===== config.mk =====
export PLATFORM = sky130hd
export DESIGN_NAME = tile_scheduler
export DESIGN_NICKNAME = d
export VERILOG_FILES = /design/src/rtl/tile_sched_pkg.sv /design/src/rtl/tile_scheduler_axis.sv /design/src/rtl/tile_scheduler.sv
export SDC_FILE = /design/constraint.sdc
export NUM_CORES = 1
export LEC_CHECK = 0
export ABC_AREA = 1
export CAP_MARGIN = 20
export CORE_AREA = 8 8 145 147
export DETAILED_ROUTE_END_ITERATION = 6
export DIE_AREA = 0 0 153 155
export PLACE_DENSITY = 0.79
export SYNTH_ARGS = -nofsm -noshare
export SYNTH_HDL_FRONTEND = slang
export SYNTH_SLANG_ARGS = --single-unit

===== constraint.sdc =====
create_clock -name clk -period 4.5 [get_ports clk]
set_input_delay 0.45 -clock clk [delete_from_list [all_inputs] [get_ports clk]]
set_output_delay 0.45 -clock clk [all_outputs]
set_load 0.01 [all_outputs]

===== src/rtl/tile_sched_pkg.sv =====
// tile_sched_pkg
//   Shared types for the tile scheduler slice.
//   - sched_state_t : scheduler FSM states
//   - LT_*          : layer-type codes carried on layer_type_i
//   - tile_cmd_t    : one tile command (indices, clipped lengths, rows, psum flags)
//   Command field widths match the scheduler's default CH_W/ROW_W parameters.
package tile_sched_pkg;

    typedef enum logic [1:0] {
        S_IDLE  = 2'd0,
        S_LOAD  = 2'd1,
        S_ISSUE = 2'd2,
        S_DONE  = 2'd3
    } sched_state_t;

    localparam logic [1:0] LT_PW  = 2'd0;
    localparam logic [1:0] LT_DW  = 2'd1;
    localparam logic [1:0] LT_STD = 2'd2;
    localparam logic [1:0] LT_LIN = 2'd3;

    localparam int unsigned CMD_CH_W  = 11;
    localparam int unsigned CMD_ROW_W = 8;
    localparam int unsigned CMD_LEN_W = 8;

    typedef struct packed {
        logic [CMD_CH_W-1:0]  k_idx;
        logic [CMD_CH_W-1:0]  d_idx;
        logic [CMD_LEN_W-1:0] k_len;
        logic [CMD_LEN_W-1:0] d_len;
        logic [CMD_ROW_W-1:0] row;
        logic [CMD_ROW_W-1:0] rows;
        logic                 first_d;
        logic                 last_d;
    } tile_cmd_t;

endpackage


===== src/rtl/tile_scheduler_axis.sv =====
// tile_axis_counter
//   One tiled loop axis: walks idx = 0, step, 2*step, ... below total and
//   reports the clipped extent of the current tile.
//   Ports:
//     clk, rst_n  clock, synchronous active-low reset
//     clear       return idx to 0 (new layer)
//     advance     step to the next tile; wraps to 0 after the last one
//     total       axis length (W bits)
//     step        tile size (LEN_W bits, LEN_W <= W)
//     idx         current tile base
//     len         min(step, total - idx)
//     last        current tile is the final one on this axis
module tile_axis_counter
    import tile_sched_pkg::*;
#(
    parameter int W     = 11,
    parameter int LEN_W = 8
) (
    input  logic             clk,
    input  logic             rst_n,
    input  logic             clear,
    input  logic             advance,
    input  logic [W-1:0]     total,
    input  logic [LEN_W-1:0] step,
    output logic [W-1:0]     idx,
    output logic [LEN_W-1:0] len,
    output logic             last
);

    // One extra bit so idx + step cannot wrap at the maximum totals.
    logic [W:0] step_ext;
    logic [W:0] remaining;
    logic [W:0] next_sum;

    assign step_ext  = {{(W + 1 - LEN_W){1'b0}}, step};
    assign remaining = {1'b0, total} - {1'b0, idx};
    assign next_sum  = {1'b0, idx} + step_ext;
    assign last      = (next_sum >= {1'b0, total});

    // remaining < step implies remaining fits in LEN_W bits.
    assign len = (remaining < step_ext) ? remaining[LEN_W-1:0] : step;

    always_ff @(posedge clk) begin
        if (!rst_n || clear) begin
            idx <= '0;
        end else if (advance) begin
            idx <= last ? '0 : next_sum[W-1:0];
        end
    end

endmodule


===== src/rtl/tile_scheduler.sv =====
// tile_scheduler
//   Takes one decoded layer's tiling parameters on start_i and walks the
//   k (outer) / row (middle) / d (inner) tile loops, emitting one tile
//   command per valid/ready handshake.
//   Ports:
//     clk, rst_n                   clock, synchronous active-low reset
//     start_i                      pulse in IDLE: capture layer parameters
//     layer_type_i                 0=PW 1=DW 2=STD 3=LIN
//     in_D_i, out_K_i              input / output channel counts
//     tile_D_i, tile_K_i           channel tile sizes
//     out_R_i, tile_n_i            output rows, rows per tile
//     cmd_valid_o, cmd_ready_i     command handshake
//     cmd_k_idx_o, cmd_d_idx_o     tile base channels
//     cmd_k_len_o, cmd_d_len_o     clipped channel extents
//     cmd_row_o, cmd_rows_o        first output row, row count
//     cmd_first_d_o, cmd_last_d_o  psum init / psum writeback
//     busy_o                       high in LOAD and ISSUE
//     done_o                       one-cycle completion pulse
//     perf_stall_o, perf_cmds_o    stall / handshake counters
//   Build option: TILE_SCHED_PERF_EN enables the performance counters;
//   without it both counter ports are constant 0.
module tile_scheduler
    import tile_sched_pkg::*;
#(
    parameter int CH_W  = 11,
    parameter int ROW_W = 8
) (
    input  logic             clk,
    input  logic             rst_n,
    input  logic             start_i,
    input  logic [1:0]       layer_type_i,
    input  logic [CH_W-1:0]  in_D_i,
    input  logic [CH_W-1:0]  out_K_i,
    input  logic [7:0]       tile_D_i,
    input  logic [7:0]       tile_K_i,
    input  logic [ROW_W-1:0] out_R_i,
    input  logic [31:0]      tile_n_i,
    output logic             cmd_valid_o,
    input  logic             cmd_ready_i,
    output logic [CH_W-1:0]  cmd_k_idx_o,
    output logic [CH_W-1:0]  cmd_d_idx_o,
    output logic [7:0]       cmd_k_len_o,
    output logic [7:0]       cmd_d_len_o,
    output logic [ROW_W-1:0] cmd_row_o,
    output logic [ROW_W-1:0] cmd_rows_o,
    output logic             cmd_first_d_o,
    output logic             cmd_last_d_o,
    output logic             busy_o,
    output logic             done_o,
    output logic [31:0]      perf_stall_o,
    output logic [31:0]      perf_cmds_o
);

    if (CH_W != int'(CMD_CH_W) || ROW_W != int'(CMD_ROW_W)) begin : g_width_check
        $error("tile_scheduler: CH_W/ROW_W must match tile_sched_pkg command widths");
    end

    sched_state_t state_q, state_d;

    logic [1:0]       layer_type_q;
    logic [CH_W-1:0]  in_d_q, out_k_q;
    logic [7:0]       tile_d_q, tile_k_q;
    logic [ROW_W-1:0] out_r_q;
    logic [31:0]      tile_n_q;
    logic [ROW_W-1:0] rows_per_q, rows_per_d;

    logic accept_start, fire;
    logic is_dw, needs_d, layer_empty;
    logic d_wrap, final_cmd;

    logic [CH_W-1:0]  k_idx, d_idx_raw;
    logic [7:0]       k_len, d_len_raw;
    logic             k_last, d_last_raw;
    logic [ROW_W-1:0] row_idx, row_len;
    logic             row_last;

    tile_cmd_t cmd;

    assign accept_start = (state_q == S_IDLE) && start_i;
    assign cmd_valid_o  = (state_q == S_ISSUE);
    assign fire         = cmd_valid_o && cmd_ready_i;
    assign busy_o       = (state_q == S_LOAD) || (state_q == S_ISSUE);
    assign done_o       = (state_q == S_DONE);

    assign is_dw   = (layer_type_q == LT_DW);
    assign needs_d = (layer_type_q == LT_PW) || (layer_type_q == LT_STD) ||
                     (layer_type_q == LT_LIN);

    assign layer_empty = (out_k_q == '0) || (in_d_q == '0) || (out_r_q == '0) ||
                         (tile_k_q == '0) || (needs_d && (tile_d_q == '0));

    // Parameters are captured with the accepted start so later input
    // changes (including a start pulse while busy) cannot disturb the walk.
    always_ff @(posedge clk) begin
        if (!rst_n) begin
            layer_type_q <= '0;
            in_d_q       <= '0;
            out_k_q      <= '0;
            tile_d_q     <= '0;
            tile_k_q     <= '0;
            out_r_q      <= '0;
            tile_n_q     <= '0;
            rows_per_q   <= '0;
        end else begin
            if (accept_start) begin
                layer_type_q <= layer_type_i;
                in_d_q       <= in_D_i;
                out_k_q      <= out_K_i;
                tile_d_q     <= tile_D_i;
                tile_k_q     <= tile_K_i;
                out_r_q      <= out_R_i;
                tile_n_q     <= tile_n_i;
            end
            if (state_q == S_LOAD) begin
                rows_per_q <= rows_per_d;
            end
        end
    end

    // rows_per = clamp(tile_n, 1, out_R), compared at full 32-bit width.
    always_comb begin
        rows_per_d = out_r_q;
        if (tile_n_q == '0) begin
            rows_per_d = ROW_W'(1);
        end else if (tile_n_q < 32'(out_r_q)) begin
            rows_per_d = tile_n_q[ROW_W-1:0];
        end
    end

    always_ff @(posedge clk) begin
        if (!rst_n) begin
            state_q <= S_IDLE;
        end else begin
            state_q <= state_d;
        end
    end

    always_comb begin
        state_d = state_q;
        case (state_q)
            S_IDLE:  if (start_i) state_d = S_LOAD;
            S_LOAD:  state_d = layer_empty ? S_DONE : S_ISSUE;
            S_ISSUE: if (final_cmd) state_d = S_DONE;
            S_DONE:  state_d = S_IDLE;
            default: state_d = S_IDLE;
        endcase
    end

    // DW collapses the d axis: every command is both the first and last d tile.
    assign d_wrap    = is_dw || d_last_raw;
    assign final_cmd = fire && d_wrap && row_last && k_last;

    tile_axis_counter #(.W(CH_W), .LEN_W(8)) u_k_axis (
        .clk     (clk),
        .rst_n   (rst_n),
        .clear   (accept_start),
        .advance (fire && d_wrap && row_last),
        .total   (out_k_q),
        .step    (tile_k_q),
        .idx     (k_idx),
        .len     (k_len),
        .last    (k_last)
    );

    tile_axis_counter #(.W(ROW_W), .LEN_W(ROW_W)) u_row_axis (
        .clk     (clk),
        .rst_n   (rst_n),
        .clear   (accept_start),
        .advance (fire && d_wrap),
        .total   (out_r_q),
        .step    (rows_per_q),
        .idx     (row_idx),
        .len     (row_len),
        .last    (row_last)
    );

    tile_axis_counter #(.W(CH_W), .LEN_W(8)) u_d_axis (
        .clk     (clk),
        .rst_n   (rst_n),
        .clear   (accept_start),
        .advance (fire && !is_dw),
        .total   (in_d_q),
        .step    (tile_d_q),
        .idx     (d_idx_raw),
        .len     (d_len_raw),
        .last    (d_last_raw)
    );

    always_comb begin
        cmd         = '0;
        cmd.k_idx   = k_idx;
        cmd.k_len   = k_len;
        cmd.d_idx   = is_dw ? k_idx : d_idx_raw;
        cmd.d_len   = is_dw ? k_len : d_len_raw;
        cmd.row     = row_idx;
        cmd.rows    = row_len;
        cmd.first_d = is_dw || (d_idx_raw == '0);
        cmd.last_d  = is_dw || d_last_raw;
    end

    // Payload reads as zero whenever no command is offered.
    assign cmd_k_idx_o   = cmd_valid_o ? cmd.k_idx   : '0;
    assign cmd_d_idx_o   = cmd_valid_o ? cmd.d_idx   : '0;
    assign cmd_k_len_o   = cmd_valid_o ? cmd.k_len   : '0;
    assign cmd_d_len_o   = cmd_valid_o ? cmd.d_len   : '0;
    assign cmd_row_o     = cmd_valid_o ? cmd.row     : '0;
    assign cmd_rows_o    = cmd_valid_o ? cmd.rows    : '0;
    assign cmd_first_d_o = cmd_valid_o && cmd.first_d;
    assign cmd_last_d_o  = cmd_valid_o && cmd.last_d;

`ifdef TILE_SCHED_PERF_EN
    logic [31:0] stall_q, cmds_q;

    always_ff @(posedge clk) begin
        if (!rst_n || accept_start) begin
            stall_q <= '0;
            cmds_q  <= '0;
        end else begin
            if (cmd_valid_o && !cmd_ready_i && (stall_q != '1)) begin
                stall_q <= stall_q + 32'd1;
            end
            if (fire && (cmds_q != '1)) begin
                cmds_q <= cmds_q + 32'd1;
            end
        end
    end

    assign perf_stall_o = stall_q;
    assign perf_cmds_o  = cmds_q;
`else
    assign perf_stall_o = '0;
    assign perf_cmds_o  = '0;
`endif

endmodule


==> results of run 1 <==
state kept, by name (all words and copies together), names as in the netlist:
register and cells:
in_d_q 11, layer_type_q 2, out_k_q 11, out_r_q 8, rows_per_q 8, state_q 2, tile_d_q 8, tile_k_q 8
tile_n_q 32, u_d_axis.idx 11, u_k_axis.idx 11, u_row_axis.idx 8
final timing paths:
kind | startpoint | endpoint | slack (ns) | depth (start not counted)
worst max register to register | u_k_axis.idx[0] | state_q[0] | 0.78 | 18
worst min-delay path | rst_n | rows_per_q[4] | 0.41 | 3
worst min register to register | layer_type_q[0] | layer_type_q[0] | 0.48 | 2
worst max-delay path | tile_d_q[0] | cmd_last_d_o | 0.19 | 18
cell families (layout without fill, tap and decap cells):
logic type      count (synthesis)  count (layout)  share of synthesized area, %
compound gates                335             335                          19.1
xor+xnor                       45              45                          4.05
fa+ha+maj                     123             123                          16.3
buf+inv                       305             382                          14.4
flops                         120             120                          24.7
other cells                     1              64                        0.0385
simple gates                  466             468                          21.5
where the power goes:
part           total, mW  switching, mW  internal (mW)  leakage (nW)
Clock               1.39          0.593          0.795         0.294
Combinational       4.26           2.66           1.60          4.70
Sequential          1.52          0.228           1.29         0.987
worst max-delay path, stage by stage (launching register included):
cell	delay, ns
dfxtp_1	0.39
ha_1	0.20
inv_1	0.06
fa_1	0.40
nor2_1	0.13
a211oi_1	0.08
o21ai_1	0.23
nand3_1	0.11
nand2_1	0.10
nand3_1	0.09
xor2_1	0.19
ha_1	0.32
nand4_1	0.10
nor2_1	0.10
nand2_1	0.09
nand3_2	0.15
nand2_1	0.11
inv_1	0.07
clkdlybuf4s50_1	0.53
metrics by stage:
step	utilization, %	instances
after floorplan	-	1458
after global placement	58.5	1736
after detailed placement	58.5	1736
after CTS	61.7	1768
after global routing	62.6	1775
final	62.6	1775
routing by layer:
metal | vias to the layer above | track usage [%] | wire [µm]
met1 | 4386 | 28.2 | 12200
met2 | 372 | 39.0 | 13300
met5 | - | 0 | 0
li1 | 4779 | - | -
met4 | 0 | 11.1 | 1030
met3 | 67 | 4.13 | 1740
what timing repair did:
| action | CTS | global route |
|---|---|---|
| resized for setup | 1 | 46 |
| setup buffers | 0 | 4 |
| pin swaps | 0 | 5 |
| hold endpoints to repair | 0 | 0 |
| endpoints found under the setup margin | 2 | 25 |
| gates cloned | 0 | 2 |
placed cells by master (no fill, tap or decap), types with 64 or more instances in the layout:
cell type,Yosys,final
conb_1,1,64
nor2_1,127,125
ha_1,117,114
dfxtp_1,120,117
clkdlybuf4s50_1,0,117
a21oi_1,144,140
nand2_1,195,193
o21ai_0,122,119
nand3_1,83,82
inv_1,191,191
cell type report:
type	count	area (µm²)	share of cell area, %
Multi-Input combinational cell	1035	6250	52.7
Sequential cell	120	2410	20.3
Timing Repair Buffer	155	1570	13.3
Inverter	195	732	6.17
Clock buffer	17	425	3.59
Tap cell	238	298	2.51
Clock inverter	15	174	1.47
==> flow_metrics.env, run 1 <==
export IMPL_insertion_delay_ns=0.43
export IMPL_worst_setup_path_type="flop to output port"
export IMPL_yosys_area_top_type="dfxtp_1"
export IMPL_grt_pass1_vias=9071
export IMPL_ys_seq_area_share_pct=24.7
export IMPL_fill_cells=1701
export IMPL_leakage_nw=5.98
export IMPL_stdcell_area_mm2=0.0119
export IMPL_tns_ns=0
export IMPL_antenna_left=0
export IMPL_setup_viol=0
export IMPL_synth_edf_count=0
export IMPL_post_route_period_util_pct=95.7
export IMPL_maxSlewHeadroom_pct=45.8
export IMPL_synth_area_top_cells="dfxtp_1 (25%), ha_1 (15%), nand2_1 (7.5%), a21oi_1 (7.4%), inv_1 (7.4%)"
export IMPL_irDropWorstVdd_uv=323
export IMPL_crit_path_max_fanout=3
export IMPL_dp_final_hpwl_mm=22.4
export IMPL_hold_path_class="primary input to flop"
export IMPL_end_kind="output port"
export IMPL_drt_iter0_markers=536
export IMPL_routed_via_density=5.41
export IMPL_synth_top_cell_area_share_pct=24.7
export IMPL_fp_dieArea_mm2=0.0237
export IMPL_yosysMostFrequentCell="nand2_1"
export IMPL_rows=51
export IMPL_cts_sinks=120
export IMPL_firstDrtPassIters=6
export IMPL_ys_ff_latch=120
export IMPL_htree_num_levels=4
export IMPL_synthFlopType="dfxtp_1"
export IMPL_worst_slew_pin_slew_ns=0.814
export IMPL_wirelength_mm=28.3
export IMPL_rsz0062_at_grt="yes"
export IMPL_cts_clk_slew_worst_paths_ns=0.06
export IMPL_num_io_pins=207
export IMPL_worstPathArrival_ns=3.86
export IMPL_synthDistinctLibCells=49
export IMPL_power_density_mw_per_mm2=604
export IMPL_setup_worst_path_start_class="flop"
export IMPL_critPathRequiredTime_ns=4.05
export IMPL_place_area_mm2=0.0111
export IMPL_antenna_found_initial=0
export IMPL_finalPower_mw=7.17
export IMPL_gp_congestion=0.991
export IMPL_fmax_ghz=0.232
export IMPL_cts_root_buffer_cell="clkbuf_16"
export IMPL_avgRoutedWirePerCell_um=15.9
export IMPL_grt_max_degree=99
export IMPL_setup_ws_ns=0.195
export IMPL_finalClockSkew_ns=0.0104
export IMPL_hold_viol=0
export IMPL_maxSlewViolCount=0
export IMPL_synth_area_mm2=0.00973
export IMPL_grt_overflow=0
export IMPL_cts_tree="built"
export IMPL_drc=0
export IMPL_track_usage_pct=23.1
export IMPL_initial_core_util_pct=51.4
export IMPL_hold_buffers=0
export IMPL_vias=9604
export IMPL_drv_cap=0
export IMPL_antennaDiodeCount=0
export IMPL_cts_buffers=17
export IMPL_dieHeight_um=155
export IMPL_outcome="complete, no violations"
export IMPL_drive_gt1_share_pct=6.83
export IMPL_syn_area_per_cell_um2=6.98
export IMPL_ys_warn_count=0
export IMPL_holdWs_ns=0.411
export IMPL_chipWidth_um=153
export IMPL_synth_common_cells="nand2_1 (195), inv_1 (191), a21oi_1 (144)"
export IMPL_layout_nets=1731
export IMPL_area_growth_syn_to_layout_pct=21.9
export IMPL_clockBufferDepth=2
export IMPL_pre_cts_slack_ns=0.398
export IMPL_core_area_mm2=0.0190
export IMPL_portBuffers=142
export IMPL_grt_pass1_wl_mm=44.9
export IMPL_period_minus_slack_ns=4.31
export IMPL_synth_cells=1395
export IMPL_ys_async_sr_fraction_pct=0
No activity file was read; power rests on OpenSTA's default activity.
==> run 2: changes to the inputs <==
SLEW_MARGIN = 40   (was default)
clock period = 4.2 ns   (was 4.5 ns; I/O delays follow)
==> run 2 against run 1 <==
  * Die area did not move
  * Via count fell by 0.76%
  * Critical path depth did not move
  * Sequential cell count is the same
  * Critical path type unchanged
  * Largest power group unchanged
==> flow_metrics.env, run 2 (synthesized netlist as in run 1, its figures left out) <==
export IMPL_initial_core_util_pct=51.4
export IMPL_pre_cts_slack_ns=0.187
export IMPL_drc=0
export IMPL_setup_viol=0
export IMPL_setup_worst_path_start_class="flop"
export IMPL_gp_congestion=0.925
export IMPL_outcome="complete, no violations"
export IMPL_maxSlewViolCount=0
export IMPL_cts_root_buffer_cell="clkbuf_16"
export IMPL_cts_tree="built"
export IMPL_end_kind="output port"
export IMPL_layout_commonest_cell="nand2_1"
export IMPL_firstDrtPassIters=6
export IMPL_layout_nets=1734
export IMPL_maxSlewHeadroom_pct=48.0
export IMPL_cts_buffers=17
export IMPL_drv_cap=0
export IMPL_vias=9531
export IMPL_fp_dieArea_mm2=0.0237
export IMPL_layout_common_cells="nand2_1 (188), inv_1 (185), a21oi_1 (141)"
export IMPL_fmax_ghz=0.247
export IMPL_antenna_left=0
export IMPL_fill_cells=1714
export IMPL_leakage_nw=5.73
export IMPL_antenna_found_initial=0
export IMPL_grt_overflow=0
export IMPL_largest_register="tile_n_q"
export IMPL_cts_clk_slew_worst_paths_ns=0.06
export IMPL_wirelength_mm=28.1
export IMPL_cts_sinks=120
export IMPL_worst_slew_pin_slew_ns=0.781
export IMPL_chipWidth_um=153
export IMPL_grt_pass1_wl_mm=45.1
export IMPL_worst_setup_path_type="flop to output port"
export IMPL_htree_num_levels=4
export IMPL_critPathRequiredTime_ns=3.78
export IMPL_crit_path_max_fanout=8
export IMPL_drt_iter0_markers=610
export IMPL_finalClockSkew_ns=0.00584
export IMPL_area_growth_syn_to_layout_pct=21.6
export IMPL_largest_reg_flops=32
export IMPL_antennaDiodeCount=0
export IMPL_irDropWorstVdd_uv=342
export IMPL_power_density_mw_per_mm2=644
export IMPL_grt_max_degree=128
export IMPL_holdWs_ns=0.366
export IMPL_rsz0062_at_grt="yes"
export IMPL_routed_via_density=5.36
export IMPL_insertion_delay_ns=0.42
export IMPL_num_io_pins=207
export IMPL_avgRoutedWirePerCell_um=15.8
export IMPL_multi_input_area_mm2=0.00631
export IMPL_rows=51
export IMPL_track_usage_pct=23.2
export IMPL_core_area_mm2=0.0190
export IMPL_portBuffers=142
export IMPL_hold_path_class="primary input to flop"
export IMPL_clockBufferDepth=2
export IMPL_worstPathArrival_ns=3.62
export IMPL_dp_final_hpwl_mm=22.0
export IMPL_hold_viol=0
export IMPL_regArea_mm2=0.00241
export IMPL_grt_pass1_vias=9133
export IMPL_drive_gt1_share_pct=8.38
export IMPL_post_route_period_util_pct=96.3
export IMPL_setup_ws_ns=0.157
export IMPL_period_minus_slack_ns=4.04
export IMPL_dieHeight_um=155
==> run 2: layout make-up <==
cell class              instances  share of cell area [%]
clock inverters                14                   0.983
flip-flops and latches        120                    20.4
repair buffers                158                    13.0
multi-input cells            1035                    53.3
inverters                     195                    6.19
clock buffers                  18                    3.63
well taps                     238                    2.52
==> run 2: path summary, 6_finish.rpt <==
| check | start | to | slack, ns | cells after the start |
|---|---|---|---|---|
| max | u_d_axis.idx[2] | cmd_d_len_o[4] | 0.16 | 18 |
| min | rst_n | rows_per_q[7] | 0.37 | 3 |
| max reg2reg | u_k_axis.idx[0] | u_k_axis.idx[10] | 0.48 | 19 |
| min reg2reg | layer_type_q[0] | layer_type_q[0] | 0.49 | 2 |
==> run 2: report_power, final <==
group	internal, mW	total [mW]	switching [mW]
Clock	0.766	1.35	0.588
Combinational	1.76	4.64	2.88
Sequential	1.39	1.62	0.237
==> run 2: timing repair <==
item	in CTS	in global routing
pin swaps	8	9
cloned	2	0
buffers inserted	4	3
gates resized for setup	40	34
hold buffers	0	0
endpoints found under the setup margin	25	25
==> run 2: critical path, stage by stage, from the launching register on <==
cell,delay [ns]
dfxtp_2,0.39
inv_1,0.07
ha_1,0.33
a21oi_1,0.23
o21ai_1,0.10
a21oi_1,0.21
nor2_1,0.06
nor2_1,0.12
xnor2_1,0.18
ha_1,0.30
a21oi_1,0.18
nand3_2,0.13
nor2_4,0.18
nand2_4,0.10
nand2_1,0.09
nand3_1,0.09
nand2_1,0.11
a21oi_2,0.03
dlygate4sd2_1,0.29
==> run 2: stage by stage <==
stage	util, %	std cells	total power, mW	cell area [µm²]	setup TNS (ns)
finish	62.4	1778	7.62	11800	0
global route	62.4	1778	8.28	11800	-0.0827
global placement	58.5	1737	5.79	11100	0
CTS	61.9	1775	7.42	11700	0
detailed placement	58.6	1737	5.89	11100	0
floorplan	-	1458	4.82	9970	0
==> run 2: per-layer routing <==
layer	part of all wire, %	vias to the layer above	GRT usage (%)
li1	-	4793	-
met1	42	4317	28.0
met2	47	348	38.7
met3	7.1	73	5.16
met4	4.1	0	11.3
met5	0	-	0
